**config.mk**
```make
export PLATFORM = sky130hd
export DESIGN_NAME = booth_multiplier_16bit
export DESIGN_NICKNAME = d
export VERILOG_FILES = /design/src/rtl/booth_multiplier_16bit.sv
export SDC_FILE = /design/constraint.sdc
export NUM_CORES = 1
export LEC_CHECK = 0
export ABC_CLOCK_PERIOD_IN_PS = 3080
export CORE_ASPECT_RATIO = 0.9
export CORE_MARGIN = 2
export CORE_UTILIZATION = 45
export CTS_CLUSTER_DIAMETER = 200
export DETAILED_ROUTE_END_ITERATION = 8
export MAX_ROUTING_LAYER = met4
export PLACE_DENSITY = 0.77
export REMOVE_ABC_BUFFERS = 1
export SLEW_MARGIN = 20
export SYNTH_ARGS = -nofsm -noshare
export SYNTH_HDL_FRONTEND = slang
export SYNTH_SLANG_ARGS = --single-unit
```
**constraint.sdc**
```tcl
create_clock -name clk -period 3.08 [get_ports clk]
set_input_delay 0.462 -clock clk [delete_from_list [all_inputs] [get_ports clk]]
set_output_delay 0.462 -clock clk [all_outputs]
set_load 0.005 [all_outputs]
```
**src/rtl/booth_multiplier_16bit.sv**
```systemverilog
// ---------------------------------------------------------------------------
// booth_multiplier_16bit
//
// Sequential signed radix-2 Booth multiplier. Two two's-complement operands
// are captured on an accepted start pulse and one Booth step is performed per
// clock. After WIDTH steps the full 2*WIDTH-bit product is registered and a
// single-cycle done strobe is raised.
//
// Ports:
//   clk      in   1          rising-edge clock
//   rst      in   1          synchronous active-high reset
//   start    in   1          request, honoured only in IDLE or DONE
//   in0      in   WIDTH      signed multiplicand, captured on accepted start
//   in1      in   WIDTH      signed multiplier, captured on accepted start
//   busy     out  1          high while iterating
//   done     out  1          one-cycle strobe, product valid
//   product  out  2*WIDTH    signed in0*in1, held until next completion
// ---------------------------------------------------------------------------
module booth_multiplier_16bit #(
    parameter int WIDTH = 16
) (
    input  logic                 clk,
    input  logic                 rst,
    input  logic                 start,
    input  logic [WIDTH-1:0]     in0,
    input  logic [WIDTH-1:0]     in1,
    output logic                 busy,
    output logic                 done,
    output logic [2*WIDTH-1:0]   product
);

    localparam int CNT_W = $clog2(WIDTH + 1);
    localparam logic [CNT_W-1:0] LAST_STEP = CNT_W'(WIDTH - 1);

    typedef enum logic [1:0] {
        ST_IDLE = 2'b00,
        ST_RUN  = 2'b01,
        ST_DONE = 2'b10
    } state_t;

    state_t               state_q, state_d;
    logic [WIDTH:0]       a_q, a_d;
    logic [WIDTH:0]       m_q, m_d;
    logic [WIDTH-1:0]     q_q, q_d;
    logic                 qm1_q, qm1_d;
    logic [CNT_W-1:0]     cnt_q, cnt_d;
    logic                 busy_q, busy_d;
    logic                 done_q, done_d;
    logic [2*WIDTH-1:0]   product_q, product_d;

    // Booth step intermediates
    logic [WIDTH:0]       step_sum;
    logic [WIDTH:0]       a_shift;
    logic [WIDTH-1:0]     q_shift;

    // Add/subtract with optional invert: a + b, or a + ~b + 1 when sub is set.
    function automatic logic [WIDTH:0] addsub(
        input logic [WIDTH:0] a,
        input logic [WIDTH:0] b,
        input logic           sub
    );
        logic [WIDTH:0] b_x;
        b_x = sub ? ~b : b;
        return a + b_x + {{WIDTH{1'b0}}, sub};
    endfunction

    // Booth step datapath: conditional add/sub followed by arithmetic shift.
    always_comb begin
        step_sum = a_q;
        case ({q_q[0], qm1_q})
            2'b01:   step_sum = addsub(a_q, m_q, 1'b0);
            2'b10:   step_sum = addsub(a_q, m_q, 1'b1);
            default: step_sum = a_q;
        endcase
        // The shift replicates A's MSB; the extra accumulator bit keeps the
        // sign correct even for M = -2^(WIDTH-1).
        a_shift = {step_sum[WIDTH], step_sum[WIDTH:1]};
        q_shift = {step_sum[0], q_q[WIDTH-1:1]};
    end

    // Next-state and next-register computation for the control FSM.
    always_comb begin
        state_d   = state_q;
        a_d       = a_q;
        m_d       = m_q;
        q_d       = q_q;
        qm1_d     = qm1_q;
        cnt_d     = cnt_q;
        busy_d    = busy_q;
        done_d    = 1'b0;
        product_d = product_q;

        case (state_q)
            ST_IDLE, ST_DONE: begin
                if (start) begin
                    m_d     = {in0[WIDTH-1], in0};
                    a_d     = {(WIDTH+1){1'b0}};
                    q_d     = in1;
                    qm1_d   = 1'b0;
                    cnt_d   = {CNT_W{1'b0}};
                    state_d = ST_RUN;
                    busy_d  = 1'b1;
                end else begin
                    state_d = ST_IDLE;
                    busy_d  = 1'b0;
                end
            end
            ST_RUN: begin
                a_d   = a_shift;
                q_d   = q_shift;
                qm1_d = q_q[0];
                cnt_d = cnt_q + {{(CNT_W-1){1'b0}}, 1'b1};
                if (cnt_q == LAST_STEP) begin
                    // Final step: the shifted {A,Q} already holds the product.
                    product_d = {a_shift[WIDTH-1:0], q_shift};
                    state_d   = ST_DONE;
                    busy_d    = 1'b0;
                    done_d    = 1'b1;
                end else begin
                    state_d   = ST_RUN;
                    busy_d    = 1'b1;
                end
            end
            default: begin
                state_d = ST_IDLE;
                busy_d  = 1'b0;
            end
        endcase
    end

    // State and datapath registers with synchronous reset.
    always_ff @(posedge clk) begin
        if (rst) begin
            state_q   <= ST_IDLE;
            a_q       <= {(WIDTH+1){1'b0}};
            m_q       <= {(WIDTH+1){1'b0}};
            q_q       <= {WIDTH{1'b0}};
            qm1_q     <= 1'b0;
            cnt_q     <= {CNT_W{1'b0}};
            busy_q    <= 1'b0;
            done_q    <= 1'b0;
            product_q <= {(2*WIDTH){1'b0}};
        end else begin
            state_q   <= state_d;
            a_q       <= a_d;
            m_q       <= m_d;
            q_q       <= q_d;
            qm1_q     <= qm1_d;
            cnt_q     <= cnt_d;
            busy_q    <= busy_d;
            done_q    <= done_d;
            product_q <= product_d;
        end
    end

    assign busy    = busy_q;
    assign done    = done_q;
    assign product = product_q;

endmodule

```
# ---- Yosys cells after proc, flatten, opt, wreduce, memory -nomap -nowiden
# Index checks and enable logic that the tools add are counted.
dict set report classes {
  add_sub_neg 4
  n_eq_ne 6
  muxes 16
  bitwise 2
  n_reduce_logical 7
}
# cell count
set op_table {}
lappend op_table {{17-bit case mux with 2 select lines} 2}
lappend op_table {{17-bit adder} 2}
lappend op_table {{16-bit case mux with 2 select lines} 1}
lappend op_table {{17-bit by 1-bit adder with 17-bit output (second input constant)} 1}
lappend op_table {{17-bit two-way mux} 1}
lappend op_table {{17-bit inverter} 1}
lappend op_table {{16-bit two-way mux} 1}
lappend op_table {{5-bit case mux with 2 select lines} 1}
lappend op_table {{2-bit AND reduction} 3}
lappend op_table {{5-bit by 1-bit adder with 5-bit output (second input constant)} 1}
lappend op_table {{5-bit by 4-bit equality test with 1-bit output (second input constant)} 1}
lappend op_table {{1-bit two-way mux} 5}
lappend op_table {{5-bit two-way mux} 1}
lappend op_table {{2-bit by 1-bit equality test with 1-bit output (second input constant)} 2}
lappend op_table {{2-bit equality test (second input constant)} 2}
lappend op_table {{1-bit case mux with 2 select lines} 2}
lappend op_table {{2-bit case mux with 2 select lines} 1}
lappend op_table {{2-bit OR reduction} 2}
lappend op_table {{2-bit zero test} 1}
lappend op_table {{2-bit two-way mux} 1}
lappend op_table {{2-bit inequality test (second input constant)} 1}
lappend op_table {{2-bit nonzero test} 1}
lappend op_table {{1-bit inverter} 1}
dict set report totals {
  regBits 91
  in_bits 35
  output_inout_bits 34
}

# ---- Depth between registers and ports, before layout
# Gate-level depths: netlist of run 1.
dict set report logic_depth {
  depth_word 5
  ltp_mapped 11
}

# ---- Worst setup path after synthesis of run 1
# Ideal clock, no wire load.
dict set report synth_path {
  kind {reg2reg}
  from {register m_q[13]}
  to {register product_q[30] (netlist: product[30])}
  setup_ns 0.117
  arrival_time_ns 2.582
  slack_ns 0.381
  path_stages_with_launch 10
  path_buffers 0
  cell_sequence {dfxtp_1 > inv_1 > ha_1 > or4_1 > or4_1 > a31oi_1 > a211oi_1 > xor2_1 > a221o_1 > a22o_1}
}
dict set report synth_via {
  elab_chain_cells 4
  word_cells_on_any_way 5
}
# element line
set synth_rtl {}
lappend synth_rtl {{start, declared} 43} ;# logic [WIDTH:0] m_q, m_d;
lappend synth_rtl {{start signal, assigned} 136} ;# m_q <= {(WIDTH+1){1'b0}};
lappend synth_rtl {{start signal, assigned} 146} ;# m_q <= m_d;
lappend synth_rtl {{17-bit inverter} 63} ;# b_x = sub ? ~b : b;
lappend synth_rtl {{17-bit adder} 64} ;# return a + b_x + {{WIDTH{1'b0}}, sub};
lappend synth_rtl {{17-bit by 1-bit adder with 17-bit output} 64}
lappend synth_rtl {{17-bit case mux with 2 select lines (*)} 70} ;# case ({q_q[0], qm1_q})
lappend synth_rtl {{end signal, assigned} 142} ;# product_q <= {(2*WIDTH){1'b0}};
lappend synth_rtl {{end signal, assigned} 152} ;# product_q <= product_d;
lappend synth_rtl {{end, declared} 49} ;# logic [2*WIDTH-1:0] product_q, product_d;
# Mark *: on every way between the ends. The rest lies on a longest branch, timed or not.
# A chain may end at the register's enable or synchronous reset.

# ---- Worst setup path in the final report of run 1
# Same ends and word-level chain as after synthesis.

==> implementation parameters, run 1 <==
Parameter                              Value

Outcome
  Status    finished clean

Critical path
  Critical Path Fanout Max    3
  Cell type group with the largest total delay on the critical path    simple AND/OR/NAND/NOR gates
  Slowest stage delay, CP    0.56 ns
  Critical path launch point type    flop
  Launch point of the worst reg-to-reg path    m_q[13]
  Required time worst endpoint    3.32 ns
  CP cell instances    inv_1 -> ha_1 -> or4_1 -> or4_1 -> a31oi_1 -> a211oi_1 -> xor2_1 -> a221o_1 -> a22o_1
  Setup slack, reg-to-reg    0.22 ns
  Cell count of the worst reg-to-reg path    9
  Cell repeated most along the worst path    sky130_fd_sc_hd__or4_1
  Critical Path Slowest Stage Cell    sky130_fd_sc_hd__or4_1
  Critical path capture point type    flop
  Terminus of the critical flop-to-flop path    product[30]
  Worst setup path category    reg -> reg
  CP bufs+invs    1
  Arrival time at the worst endpoint    3.09 ns

Clock tree
  Postcts setup bufs    0
  Clock root buffer master    sky130_fd_sc_hd__clkbuf_16
  Clock transition at the register clock pins on the worst setup and hold paths after CTS    0.07 ns
  CTS H-tree lvls    3
  CTS Buffer Depth    2
  Post-CTS Resized    0
  CTS sink cnt    89
  Hold Buf Count CTS    0
  Number of clock buffers inserted by TritonCTS    9
  Insertion delay of the later-clocked pin in the worst-skew pair    0.35 ns
  TritonCTS clock tree    built

STA
  Worst setup skew after layout    0.00961 ns
  Rel. slew slack    0.350
  Unrepaired setup endpoints after global routing    false
  Worst Hold Margin    0.454 ns
  Shortest clock period the worst path allows after layout    2.86 ns
  Final setup fails    0
  Achievable clock frequency    0.350 GHz
  Post-route setup TNS    0 ns
  Crit share post-route    0.927
  Number of max-slew violations in the final report    0
  Slew @ Worst Pin    0.969 ns
  Final hold violation count    0

Synthesis
  Register bit count reported by yosys    89
  Number of different library cells in the post-synthesis netlist    54
  Post-synthesis instance total    667
  Mean post-synth cell area    7.72 um2
  Post-synthesis instance area    5150 um2
  Synthesis Warnings    0
  Predominant post-synthesis flop cell    sky130_fd_sc_hd__dfxtp_1
  Portion of the post-synthesis area used by sequential elements    0.346
  Share of flip-flops with an asynchronous set or reset    0
  Number of synthesized flops with an enable pin    0

Worst hold path
  Hold Crit Class    reg -> reg
  Worst Hold Path Cells    2
  Terminating pin of the worst hold path    product[2]
  Origin of the worst min-delay path    product[2]

Power
  IR Drop Worst-Case VDD    287 uV
  Leakage    2.43 nW
  Pwr/cell area    457 nW/um2

Cells and area
  Final nets    791
  Post-Layout Cell Count    879
  Layout-stage area growth over the synthesis result    22.3%
  Layout cell share with drive strength beyond 1    0.0581
  ANT cells    0

Placement
  DP Wirelength    11,300 um
  Final estimated routing congestion in global placement    0.947
  Placed cells    863
  Count of port buffers added during placement    68

Floorplanning
  Row count    37
  Effective utilization at floorplan    0.456
  Num ports    69
  Chip Height    106 um
  Core area    11,300 um2
  X dimension of the die    117 um
  Die footprint    12,300 um2

GRT
  Via count of the first global-routing pass    4,851
  Overflow left after global routing    0
  Global-route wire length before repair    24,400 um
  Number of antenna violations at the first check in global routing    0
  Overall fraction of global-route tracks in use    0.259
  Largest net degree at the start of global routing    52

Routing
  Average via count per standard cell    5.72
  Average routed wire per standard cell    17.2 um
  Post-route antenna net violation count    0
  Routed WL    15,100 um
  Routed via count    5,028
  Violation count after the first detailed-routing iteration    358
  1st-pass router iterations    5
  Final routed DRC violation total    0

Flow run
  Count of maximum capacitance violations    0
## layer usage
metal | up-vias | GRT usage | share of wire
met3 | 27 | 0.0477 | 0.057
met2 | 179 | 0.399 | 0.46
li1 | 2463 | - | -
met5 | - | - | 0
met1 | 2359 | 0.350 | 0.47
met4 | 0 | 0.0672 | 0.018
## synthesized netlist by cell type, drive strengths merged (3+ instances only)
cell type	n	area [um2]
a31oi	6	37.5
nand4	5	31.3
nand2b	11	68.8
a21o	6	45.0
a21oi	84	420
nor3	11	55.1
a22oi	26	195
o21ai	25	125
a22o	4	35.0
clkbuf	43	161
dfxtp	89	1780
or3	4	25.0
a21boi	3	22.5
a32o	6	60.1
a221oi	4	35.0
o22ai	3	18.8
nor2	49	184
a32oi	6	52.6
inv	34	128
nand3	8	40.0
a211oi	8	60.1
nor4	5	31.3
o31ai	6	45.0
nor2b	9	56.3
ha	36	450
nand2	108	405
buf	4	16.3
o211ai	4	30.0
xnor2	17	149
o21bai	3	22.5
and3	3	18.8
a221o	5	50.1
nor3b	4	30.0
o21a	3	22.5
a2111oi	3	26.3
## worst max path at each step
stage / slack (ns) / cells after the start / to / start
final: 0.22 / 9 / product[30] / m_q[13]
after global routing: 0.01 / 9 / a_q[11] / a_q[0]
after CTS: 0.22 / 9 / product[30] / m_q[13]
after detailed placement: 0.25 / 9 / product[30] / m_q[13]
after global placement: 0.33 / 9 / product[30] / m_q[13]
after floorplan: 0.27 / 9 / product[30] / m_q[13]
## report_power, final
group,switching [mW],internal [mW]
combinational,0.312,0.206
sequential,0.0317,1.19
clock,0.500,0.643
total,0.843,2.03
## state kept, by name, summed over array words and instances, names as in the netlist
signal,cells
a_q,16
qm1_q,1
product,32
cnt_q,5
m_q,16
done,1
state_q,2
q_q,16
## worst min-delay path, cell delays in order (launching register included)
cell and delay (ns):
sky130_fd_sc_hd__dfxtp_1 0.31, sky130_fd_sc_hd__nand2_1 0.05, sky130_fd_sc_hd__a21oi_1 0.05
## per-stage QoR
stage | util | instance area, um2 | setup WS, ns | total power, mW
after floorplan | - | 4970 | 0.273 | 1.56
after global placement | 0.531 | 6000 | 0.331 | 1.74
after detailed placement | 0.531 | 6000 | 0.252 | 1.75
after CTS | 0.558 | 6300 | 0.223 | 2.89
after global routing | 0.558 | 6300 | 0.0113 | 3.00
final | 0.558 | 6300 | 0.223 | 2.88
## kinds of logic (layout without fill, tap and decap cells)
| kind of cell | Yosys count | after routing | synth area share |
|---|---|---|---|
| AO/OA/AOI/OAI | 213 | 213 | 0.268 |
| XOR/XNOR | 19 | 19 | 0.0323 |
| adder cells (fa/ha/maj) | 38 | 38 | 0.0952 |
| buffers and inverters | 81 | 137 | 0.0593 |
| flip-flops | 89 | 89 | 0.346 |
| multiplexers | 3 | 3 | 0.00607 |
| AND/OR/NAND/NOR | 224 | 224 | 0.194 |
## layout by cell type (no fill, tap or decap), types with 5 or more instances in the layout
master                            synthesis  routed
sky130_fd_sc_hd__nor2_1                  49      49
sky130_fd_sc_hd__o31ai_1                  6       6
sky130_fd_sc_hd__ha_1                    36      36
sky130_fd_sc_hd__nand2b_1                11      11
sky130_fd_sc_hd__nor4_1                   5       5
sky130_fd_sc_hd__a21o_1                   6       6
sky130_fd_sc_hd__buf_4                    0      19
sky130_fd_sc_hd__nor3_1                  11      10
sky130_fd_sc_hd__o21ai_0                 14      14
sky130_fd_sc_hd__nor2b_1                  9       7
sky130_fd_sc_hd__clkdlybuf4s50_1          0      67
sky130_fd_sc_hd__a22oi_1                 26      26
sky130_fd_sc_hd__o21ai_1                 11      11
sky130_fd_sc_hd__xnor2_1                 17      17
sky130_fd_sc_hd__inv_1                   32      32
sky130_fd_sc_hd__nand4_1                  5       5
sky130_fd_sc_hd__dfxtp_1                 89      89
sky130_fd_sc_hd__a32oi_1                  6       6
sky130_fd_sc_hd__nand2_1                108     108
sky130_fd_sc_hd__a21oi_1                 84      84
sky130_fd_sc_hd__nand3_1                  8       8
sky130_fd_sc_hd__a31oi_1                  6       6
sky130_fd_sc_hd__a211oi_1                 8       8
sky130_fd_sc_hd__clkbuf_16                0       9
sky130_fd_sc_hd__a32o_1                   6       6
sky130_fd_sc_hd__a221o_1                  5       5
## cell type report
type	instances	area, um2
fillers	1082	5000
multi-input cells	497	3070
flip-flops and latches	89	1780
repair buffers	87	818
clock buffers	10	229
well taps	156	195
inverters	34	128
clock inverters	6	72.6
No activity file was read; power rests on OpenSTA's default activity.
==> inputs of run 2 (changes only) <==
--- a/config.mk
+++ b/config.mk
@@ -7,7 +7,6 @@
 export LEC_CHECK = 0
 export ABC_CLOCK_PERIOD_IN_PS = 3080
 export CORE_ASPECT_RATIO = 0.9
-export CORE_MARGIN = 2
 export CORE_UTILIZATION = 45
 export CTS_CLUSTER_DIAMETER = 200
 export DETAILED_ROUTE_END_ITERATION = 8
==> implementation parameters, run 2 (synthesis gave the netlist of run 1 again) <==
Parameter                              Value

Routing
  Routed via count    5,204 (+3.5%)
  Final routed DRC violation total    0 (unchanged)
  1st-pass router iterations    5 (unchanged)
  Routed WL    16,400 um (+8.5%)
  Post-route antenna net violation count    0 (unchanged)
  Average via count per standard cell    5.92 (+3.5%)
  Violation count after the first detailed-routing iteration    388 (+8.4%)
  Average routed wire per standard cell    18.6 um (+8.5%)

Critical path
  Worst setup path category    reg -> reg
  CP bufs+invs    1 (unchanged)
  Slowest stage delay, CP    0.54 ns (-0.02 ns)
  Critical path launch point type    flop
  Setup slack, reg-to-reg    0.21 ns (-0.02 ns)
  Critical Path Fanout Max    3 (unchanged)
  Critical Path Slowest Stage Cell    sky130_fd_sc_hd__or4_1
  Cell repeated most along the worst path    sky130_fd_sc_hd__or4_1
  Required time worst endpoint    3.32 ns (about the same)
  Critical path capture point type    flop
  Arrival time at the worst endpoint    3.12 ns (+0.03 ns)
  Cell type group with the largest total delay on the critical path    simple AND/OR/NAND/NOR gates
  CP cell instances    inv_1 -> ha_1 -> or4_1 -> or4_1 -> a31oi_1 -> a211oi_1 -> xor2_1 -> a221o_1 -> a22o_1

Clock tree
  TritonCTS clock tree    built
  CTS sink cnt    89 (unchanged)
  CTS Buffer Depth    2 (unchanged)
  Clock transition at the register clock pins on the worst setup and hold paths after CTS    0.07 ns (about the same)
  Clock root buffer master    sky130_fd_sc_hd__clkbuf_16
  CTS H-tree lvls    3 (unchanged)
  Hold Buf Count CTS    0 (unchanged)
  Insertion delay of the later-clocked pin in the worst-skew pair    0.35 ns (about the same)
  Post-CTS Resized    0 (unchanged)
  Number of clock buffers inserted by TritonCTS    9 (unchanged)
  Postcts setup bufs    0 (unchanged)

GRT
  Overall fraction of global-route tracks in use    0.290 (+0.0315)
  Global-route wire length before repair    25,900 um (+6.3%)
  Largest net degree at the start of global routing    32 (-38%)
  Overflow left after global routing    0 (unchanged)
  Via count of the first global-routing pass    5,057 (+4.2%)
  Number of antenna violations at the first check in global routing    0 (unchanged)

Placement
  DP Wirelength    12,100 um (+6.4%)
  Placed cells    863 (unchanged)
  Count of port buffers added during placement    68 (unchanged)
  Final estimated routing congestion in global placement    0.956 (+0.97%)
  Cell area reported after detailed placement    6020 um2 (+0.33%)

STA
  Final hold violation count    0 (unchanged)
  Achievable clock frequency    0.348 GHz (-0.64%)
  Final setup fails    0 (unchanged)
  Post-route setup TNS    0 ns (unchanged)
  Number of max-slew violations in the final report    0 (unchanged)
  Rel. slew slack    0.415 (+0.0647)
  Worst setup skew after layout    0.00939 ns (-0.000219 ns)
  Worst Hold Margin    0.455 ns (+0.000431 ns)
  Crit share post-route    0.933 (+0.00598)
  Unrepaired setup endpoints after global routing    false
  Slew @ Worst Pin    0.874 ns (-0.0950 ns)
  Shortest clock period the worst path allows after layout    2.87 ns (+0.0184 ns)

Power
  IR Drop Worst-Case VDD    298 uV (+4.0%)
  Pwr/cell area    461 nW/um2 (+0.84%)
  Leakage    2.46 nW (+1.0%)

Outcome
  Status    finished clean

Floorplanning
  Die footprint    11,900 um2 (-3.6%)
  Effective utilization at floorplan    0.469 (+0.0127)
  Row count    36 (-2.7%)
  Num ports    69 (unchanged)
  X dimension of the die    115 um (-1.7%)
  Chip Height    104 um (-1.9%)
  Core area    11,000 um2 (-2.7%)

Cells and area
  Final nets    795 (+0.51%)
  Most frequent cells in the layout    sky130_fd_sc_hd__nand2_1 (108), sky130_fd_sc_hd__dfxtp_1 (89), sky130_fd_sc_hd__a21oi_1 (84)
  Cell area after layout    6330 um2 (+0.58%)
  Post-Layout Cell Count    879 (unchanged)
  Most common cell after layout, fill and taps aside    sky130_fd_sc_hd__nand2_1
  Number of flip-flops under the largest register name    32 (unchanged)
  Layout cell share with drive strength beyond 1    0.0633 (+0.00518)
  ANT cells    0 (unchanged)
  Layout-stage area growth over the synthesis result    23.0%

Flow run
  Count of maximum capacitance violations    0 (unchanged)

Worst hold path
  Hold Crit Class    reg -> reg
[run 2: changes by cell type in the layout (fill, tap and decap cells not counted), sizes merged]
cell / before / now
clkbuf: 10 / 9
buf: 20 / 24
clkinv: 1 / 2
[run 2: per-stage QoR]
step	setup WS, ns	total power, mW	utilization
floorplan	0.273	1.56	-
global placement	0.325	1.75	0.547
detailed placement	0.240	1.75	0.547
CTS	0.220	2.93	0.576
global route	0.0551	3.04	0.576
finish	0.205	2.92	0.576
[run 2: worst paths after layout]
check / from / endpoint / depth (start not counted)
setup reg to reg: m_q[13] / product[30] / 9
hold reg to reg: product[6] / product[6] / 2
hold / removal: product[6] / product[6] / 2
setup / recovery: m_q[13] / product[30] / 9
[run 2: layout make-up]
class	instances	area [um2]
clock buffers	9	225
repair buffers	91	848
well taps	152	190
clock inverters	7	92.6
inverters	34	128
flip-flops and latches	89	1780
multi-input cells	497	3070
fillers	1055	4660
[run 2: worst reg2reg max path, delay by kind of cell, from the launching register on]
family | cells | cell delay [ns]
xor gates and xnor gates | 1 | 0.16
AOI/OAI and AO/OA | 4 | 0.88
buffers and inverters | 1 | 0.06
and+or+nand+nor | 2 | 1.03
DFF | 1 | 0.37
adders and majority gates | 1 | 0.28
[run 2: metal layers]
layer | up-vias | part of all wire | track usage
met5 | - | 0 | -
met4 | 0 | 0.018 | 0.0909
met2 | 235 | 0.47 | 0.464
met3 | 28 | 0.072 | 0.0597
li1 | 2475 | - | -
met1 | 2466 | 0.44 | 0.366
[run 2: report_power, final]
group / total (mW) / switching (mW) / internal, mW / leakage [nW]
Clock: 1.18 / 0.526 / 0.652 / 0.156
Combinational: 0.524 / 0.317 / 0.206 / 1.58
Sequential: 1.22 / 0.0313 / 1.18 / 0.723
==> inputs of run 3 (changes only) <==
--- a/config.mk
+++ b/config.mk
@@ -6,12 +6,13 @@
 export NUM_CORES = 1
 export LEC_CHECK = 0
 export ABC_CLOCK_PERIOD_IN_PS = 3080
+export CAP_MARGIN = 10
 export CORE_ASPECT_RATIO = 0.9
-export CORE_UTILIZATION = 45
+export CORE_UTILIZATION = 30
 export CTS_CLUSTER_DIAMETER = 200
 export DETAILED_ROUTE_END_ITERATION = 8
 export MAX_ROUTING_LAYER = met4
-export PLACE_DENSITY = 0.77
+export PLACE_DENSITY = 0.59
 export REMOVE_ABC_BUFFERS = 1
 export SLEW_MARGIN = 20
 export SYNTH_ARGS = -nofsm -noshare
==> implementation parameters, run 3 (synthesis gave the netlist of run 1 again) <==
Parameter                              Value

Cells and area
  Final nets    793 (-0.25%)
  Number of fill cells    1,781 (+69%)
  Most common cell after layout, fill and taps aside    sky130_fd_sc_hd__nand2_1
  Layout-stage area growth over the synthesis result    23.9%
  Layout cell share with drive strength beyond 1    0.0607 (-0.00258)
  Cell area after layout    6380 um2 (+0.75%)
  ANT cells    0 (unchanged)
  Post-Layout Cell Count    936 (+6.5%)
  Most frequent cells in the layout    sky130_fd_sc_hd__nand2_1 (108), sky130_fd_sc_hd__dfxtp_1 (89), sky130_fd_sc_hd__a21oi_1 (84)
  Number of flip-flops under the largest register name    32 (unchanged)

GRT
  Largest net degree at the start of global routing    69 (+120%)
  Overflow left after global routing    0 (unchanged)
  Global-route wire length before repair    24,300 um (-6.2%)
  Overall fraction of global-route tracks in use    0.181 (-0.109)
  Via count of the first global-routing pass    4,543 (-10%)
  Number of antenna violations at the first check in global routing    0 (unchanged)

Placement
  Cell area reported after detailed placement    6090 um2 (+1.3%)
  Final estimated routing congestion in global placement    0.944 (-1.3%)
  DP Wirelength    11,400 um (-6.0%)
  Count of port buffers added during placement    68 (unchanged)
  Placed cells    920 (+6.6%)

Clock tree
  Clock root buffer master    sky130_fd_sc_hd__clkbuf_16
  Insertion delay of the later-clocked pin in the worst-skew pair    0.35 ns (about the same)
  CTS sink cnt    89 (unchanged)
  Number of clock buffers inserted by TritonCTS    9 (unchanged)
  Postcts setup bufs    0 (unchanged)
  CTS H-tree lvls    3 (unchanged)
  TritonCTS clock tree    built
  CTS Buffer Depth    2 (unchanged)
  Hold Buf Count CTS    0 (unchanged)
  Clock transition at the register clock pins on the worst setup and hold paths after CTS    0.07 ns (about the same)
  Post-CTS Resized    0 (unchanged)

Critical path
  Critical path capture point type    flop
  Worst Setup SP    a_q[0]
  Arrival time at the worst endpoint    3.01 ns (-0.11 ns)
  End point of the critical path    product[27]
  Required time worst endpoint    3.30 ns (-0.02 ns)
  Cell count of the worst reg-to-reg path    9 (unchanged)
  Critical Path Fanout Max    4 (+1)
  Critical path launch point type    flop
  Launch point of the worst reg-to-reg path    a_q[0]
  Terminus of the critical flop-to-flop path    product[27]
  Setup slack, reg-to-reg    0.28 ns (+0.08 ns)
  Worst setup path category    reg -> reg

Power
  Switching Share    0.297 (-0.00264)
  Relative contribution of sequential cells to total power    0.432 (+0.015)
  Net Sw Power    0.836 mW (-4.4%)
  Power after layout    2.81 mW (-3.6%)
  Combinational share of power    0.185 (+0.005)
  IR Drop Worst-Case VDD    273 uV (-8.2%)
  Leakage    2.44 nW (-0.64%)
  Design internal power    1.98 mW (-3.2%)
  Clock Power Share    0.383 (-0.021)
  Pwr/cell area    441 nW/um2 (-4.3%)

STA
  Final hold violation count    0 (unchanged)
  Achievable clock frequency    0.358 GHz (+2.8%)
  Post-route setup TNS    0 ns (unchanged)
  Worst Hold Margin    0.456 ns (+0.00134 ns)
  Slew @ Worst Pin    0.949 ns (+0.0743 ns)
  Worst setup skew after layout    0.00906 ns (-0.000328 ns)
  Shortest clock period the worst path allows after layout    2.80 ns (-0.0792 ns)
  Rel. slew slack    0.364 (-0.0508)
  Number of max-slew violations in the final report    0 (unchanged)
  Final setup fails    0 (unchanged)
  Unrepaired setup endpoints after global routing    false
  Crit share post-route    0.908 (-0.0257)

Routing
  Average routed wire per standard cell    16.3 um (-12%)
  Violation count after the first detailed-routing iteration    456 (+18%)
  Routed via count    4,960 (-4.7%)
  1st-pass router iterations    5 (unchanged)
  Average via count per standard cell    5.30 (-10%)
  Final routed DRC violation total    0 (unchanged)
  Post-route antenna net violation count    0 (unchanged)
  Routed WL    15,300 um (-6.7%)

Floorplanning
  Row count    45 (+25%)
  X dimension of the die    140 um (+22%)
  Core area    16,800 um2 (+53%)
  Chip Height    126 um (+22%)
  Num ports    69 (unchanged)
  Effective utilization at floorplan    0.306 (-0.163)
  Die footprint    17,700 um2 (+49%)

Worst hold path
  Hold Crit Class    reg -> reg

Outcome
  Status    finished clean

Flow run
  Count of maximum capacitance violations    0 (unchanged)
run 3: power by group through the flow:
stage	Combinational, mW	Sequential [mW]	Clock [mW]
floorplan	0.323	1.23	0
global placement	0.516	1.24	0
detailed placement	0.516	1.24	0
CTS	0.518	1.22	1.11
global route	0.572	1.22	1.16
finish	0.522	1.22	1.08
run 3: worst min-delay path by stage:
| stage | from | endpoint | slack [ns] | cells after the start |
|---|---|---|---|---|
| final | product[2] | product[2] | 0.46 | 2 |
| after global routing | product[27] | product[27] | 0.47 | 2 |
| after CTS | rst | cnt_q[2] | 0.45 | 2 |
| after detailed placement | product[27] | product[27] | 0.45 | 2 |
| after global placement | product[2] | product[2] | 0.45 | 2 |
| after floorplan | q_q[15] | product[14] | 0.44 | 2 |
run 3: final cells by class:
| type | instances | area [um2] | share of cell area |
|---|---|---|---|
| inverters | 34 | 128 | 0.0200 |
| repair buffers | 89 | 846 | 0.133 |
| clock inverters | 5 | 46.3 | 0.00725 |
| flip-flops and latches | 89 | 1780 | 0.279 |
| well taps | 211 | 264 | 0.0414 |
| clock buffers | 11 | 243 | 0.0380 |
| multi-input cells | 497 | 3070 | 0.482 |
run 3: through the flow:
stage / utilization / setup WS, ns
2_1_floorplan: - / 0.273
3_3_place_gp: 0.362 / 0.330
3_5_place_dp: 0.362 / 0.288
4_1_cts: 0.379 / 0.284
5_1_grt: 0.379 / 0.103
6_report: 0.379 / 0.284
run 3: layer usage:
| metal | global-route usage | vias up | share of wire |
|---|---|---|---|
| li1 | - | 2480 | - |
| met1 | 0.250 | 2322 | 0.51 |
| met2 | 0.269 | 146 | 0.44 |
| met3 | 0.0328 | 12 | 0.047 |
| met4 | 0.0485 | 0 | 0.0095 |
| met5 | - | - | 0 |
run 3: worst max-delay path, stage by stage (launching register included):
cell                       delay [ns]
sky130_fd_sc_hd__dfxtp_1         0.34
sky130_fd_sc_hd__ha_1            0.23
sky130_fd_sc_hd__fa_1            0.41
sky130_fd_sc_hd__nor3b_1         0.16
sky130_fd_sc_hd__nor3_1          0.40
sky130_fd_sc_hd__o21bai_1        0.19
sky130_fd_sc_hd__a41oi_1         0.27
sky130_fd_sc_hd__xnor2_1         0.09
sky130_fd_sc_hd__a221oi_1        0.44
sky130_fd_sc_hd__o21ai_1         0.13
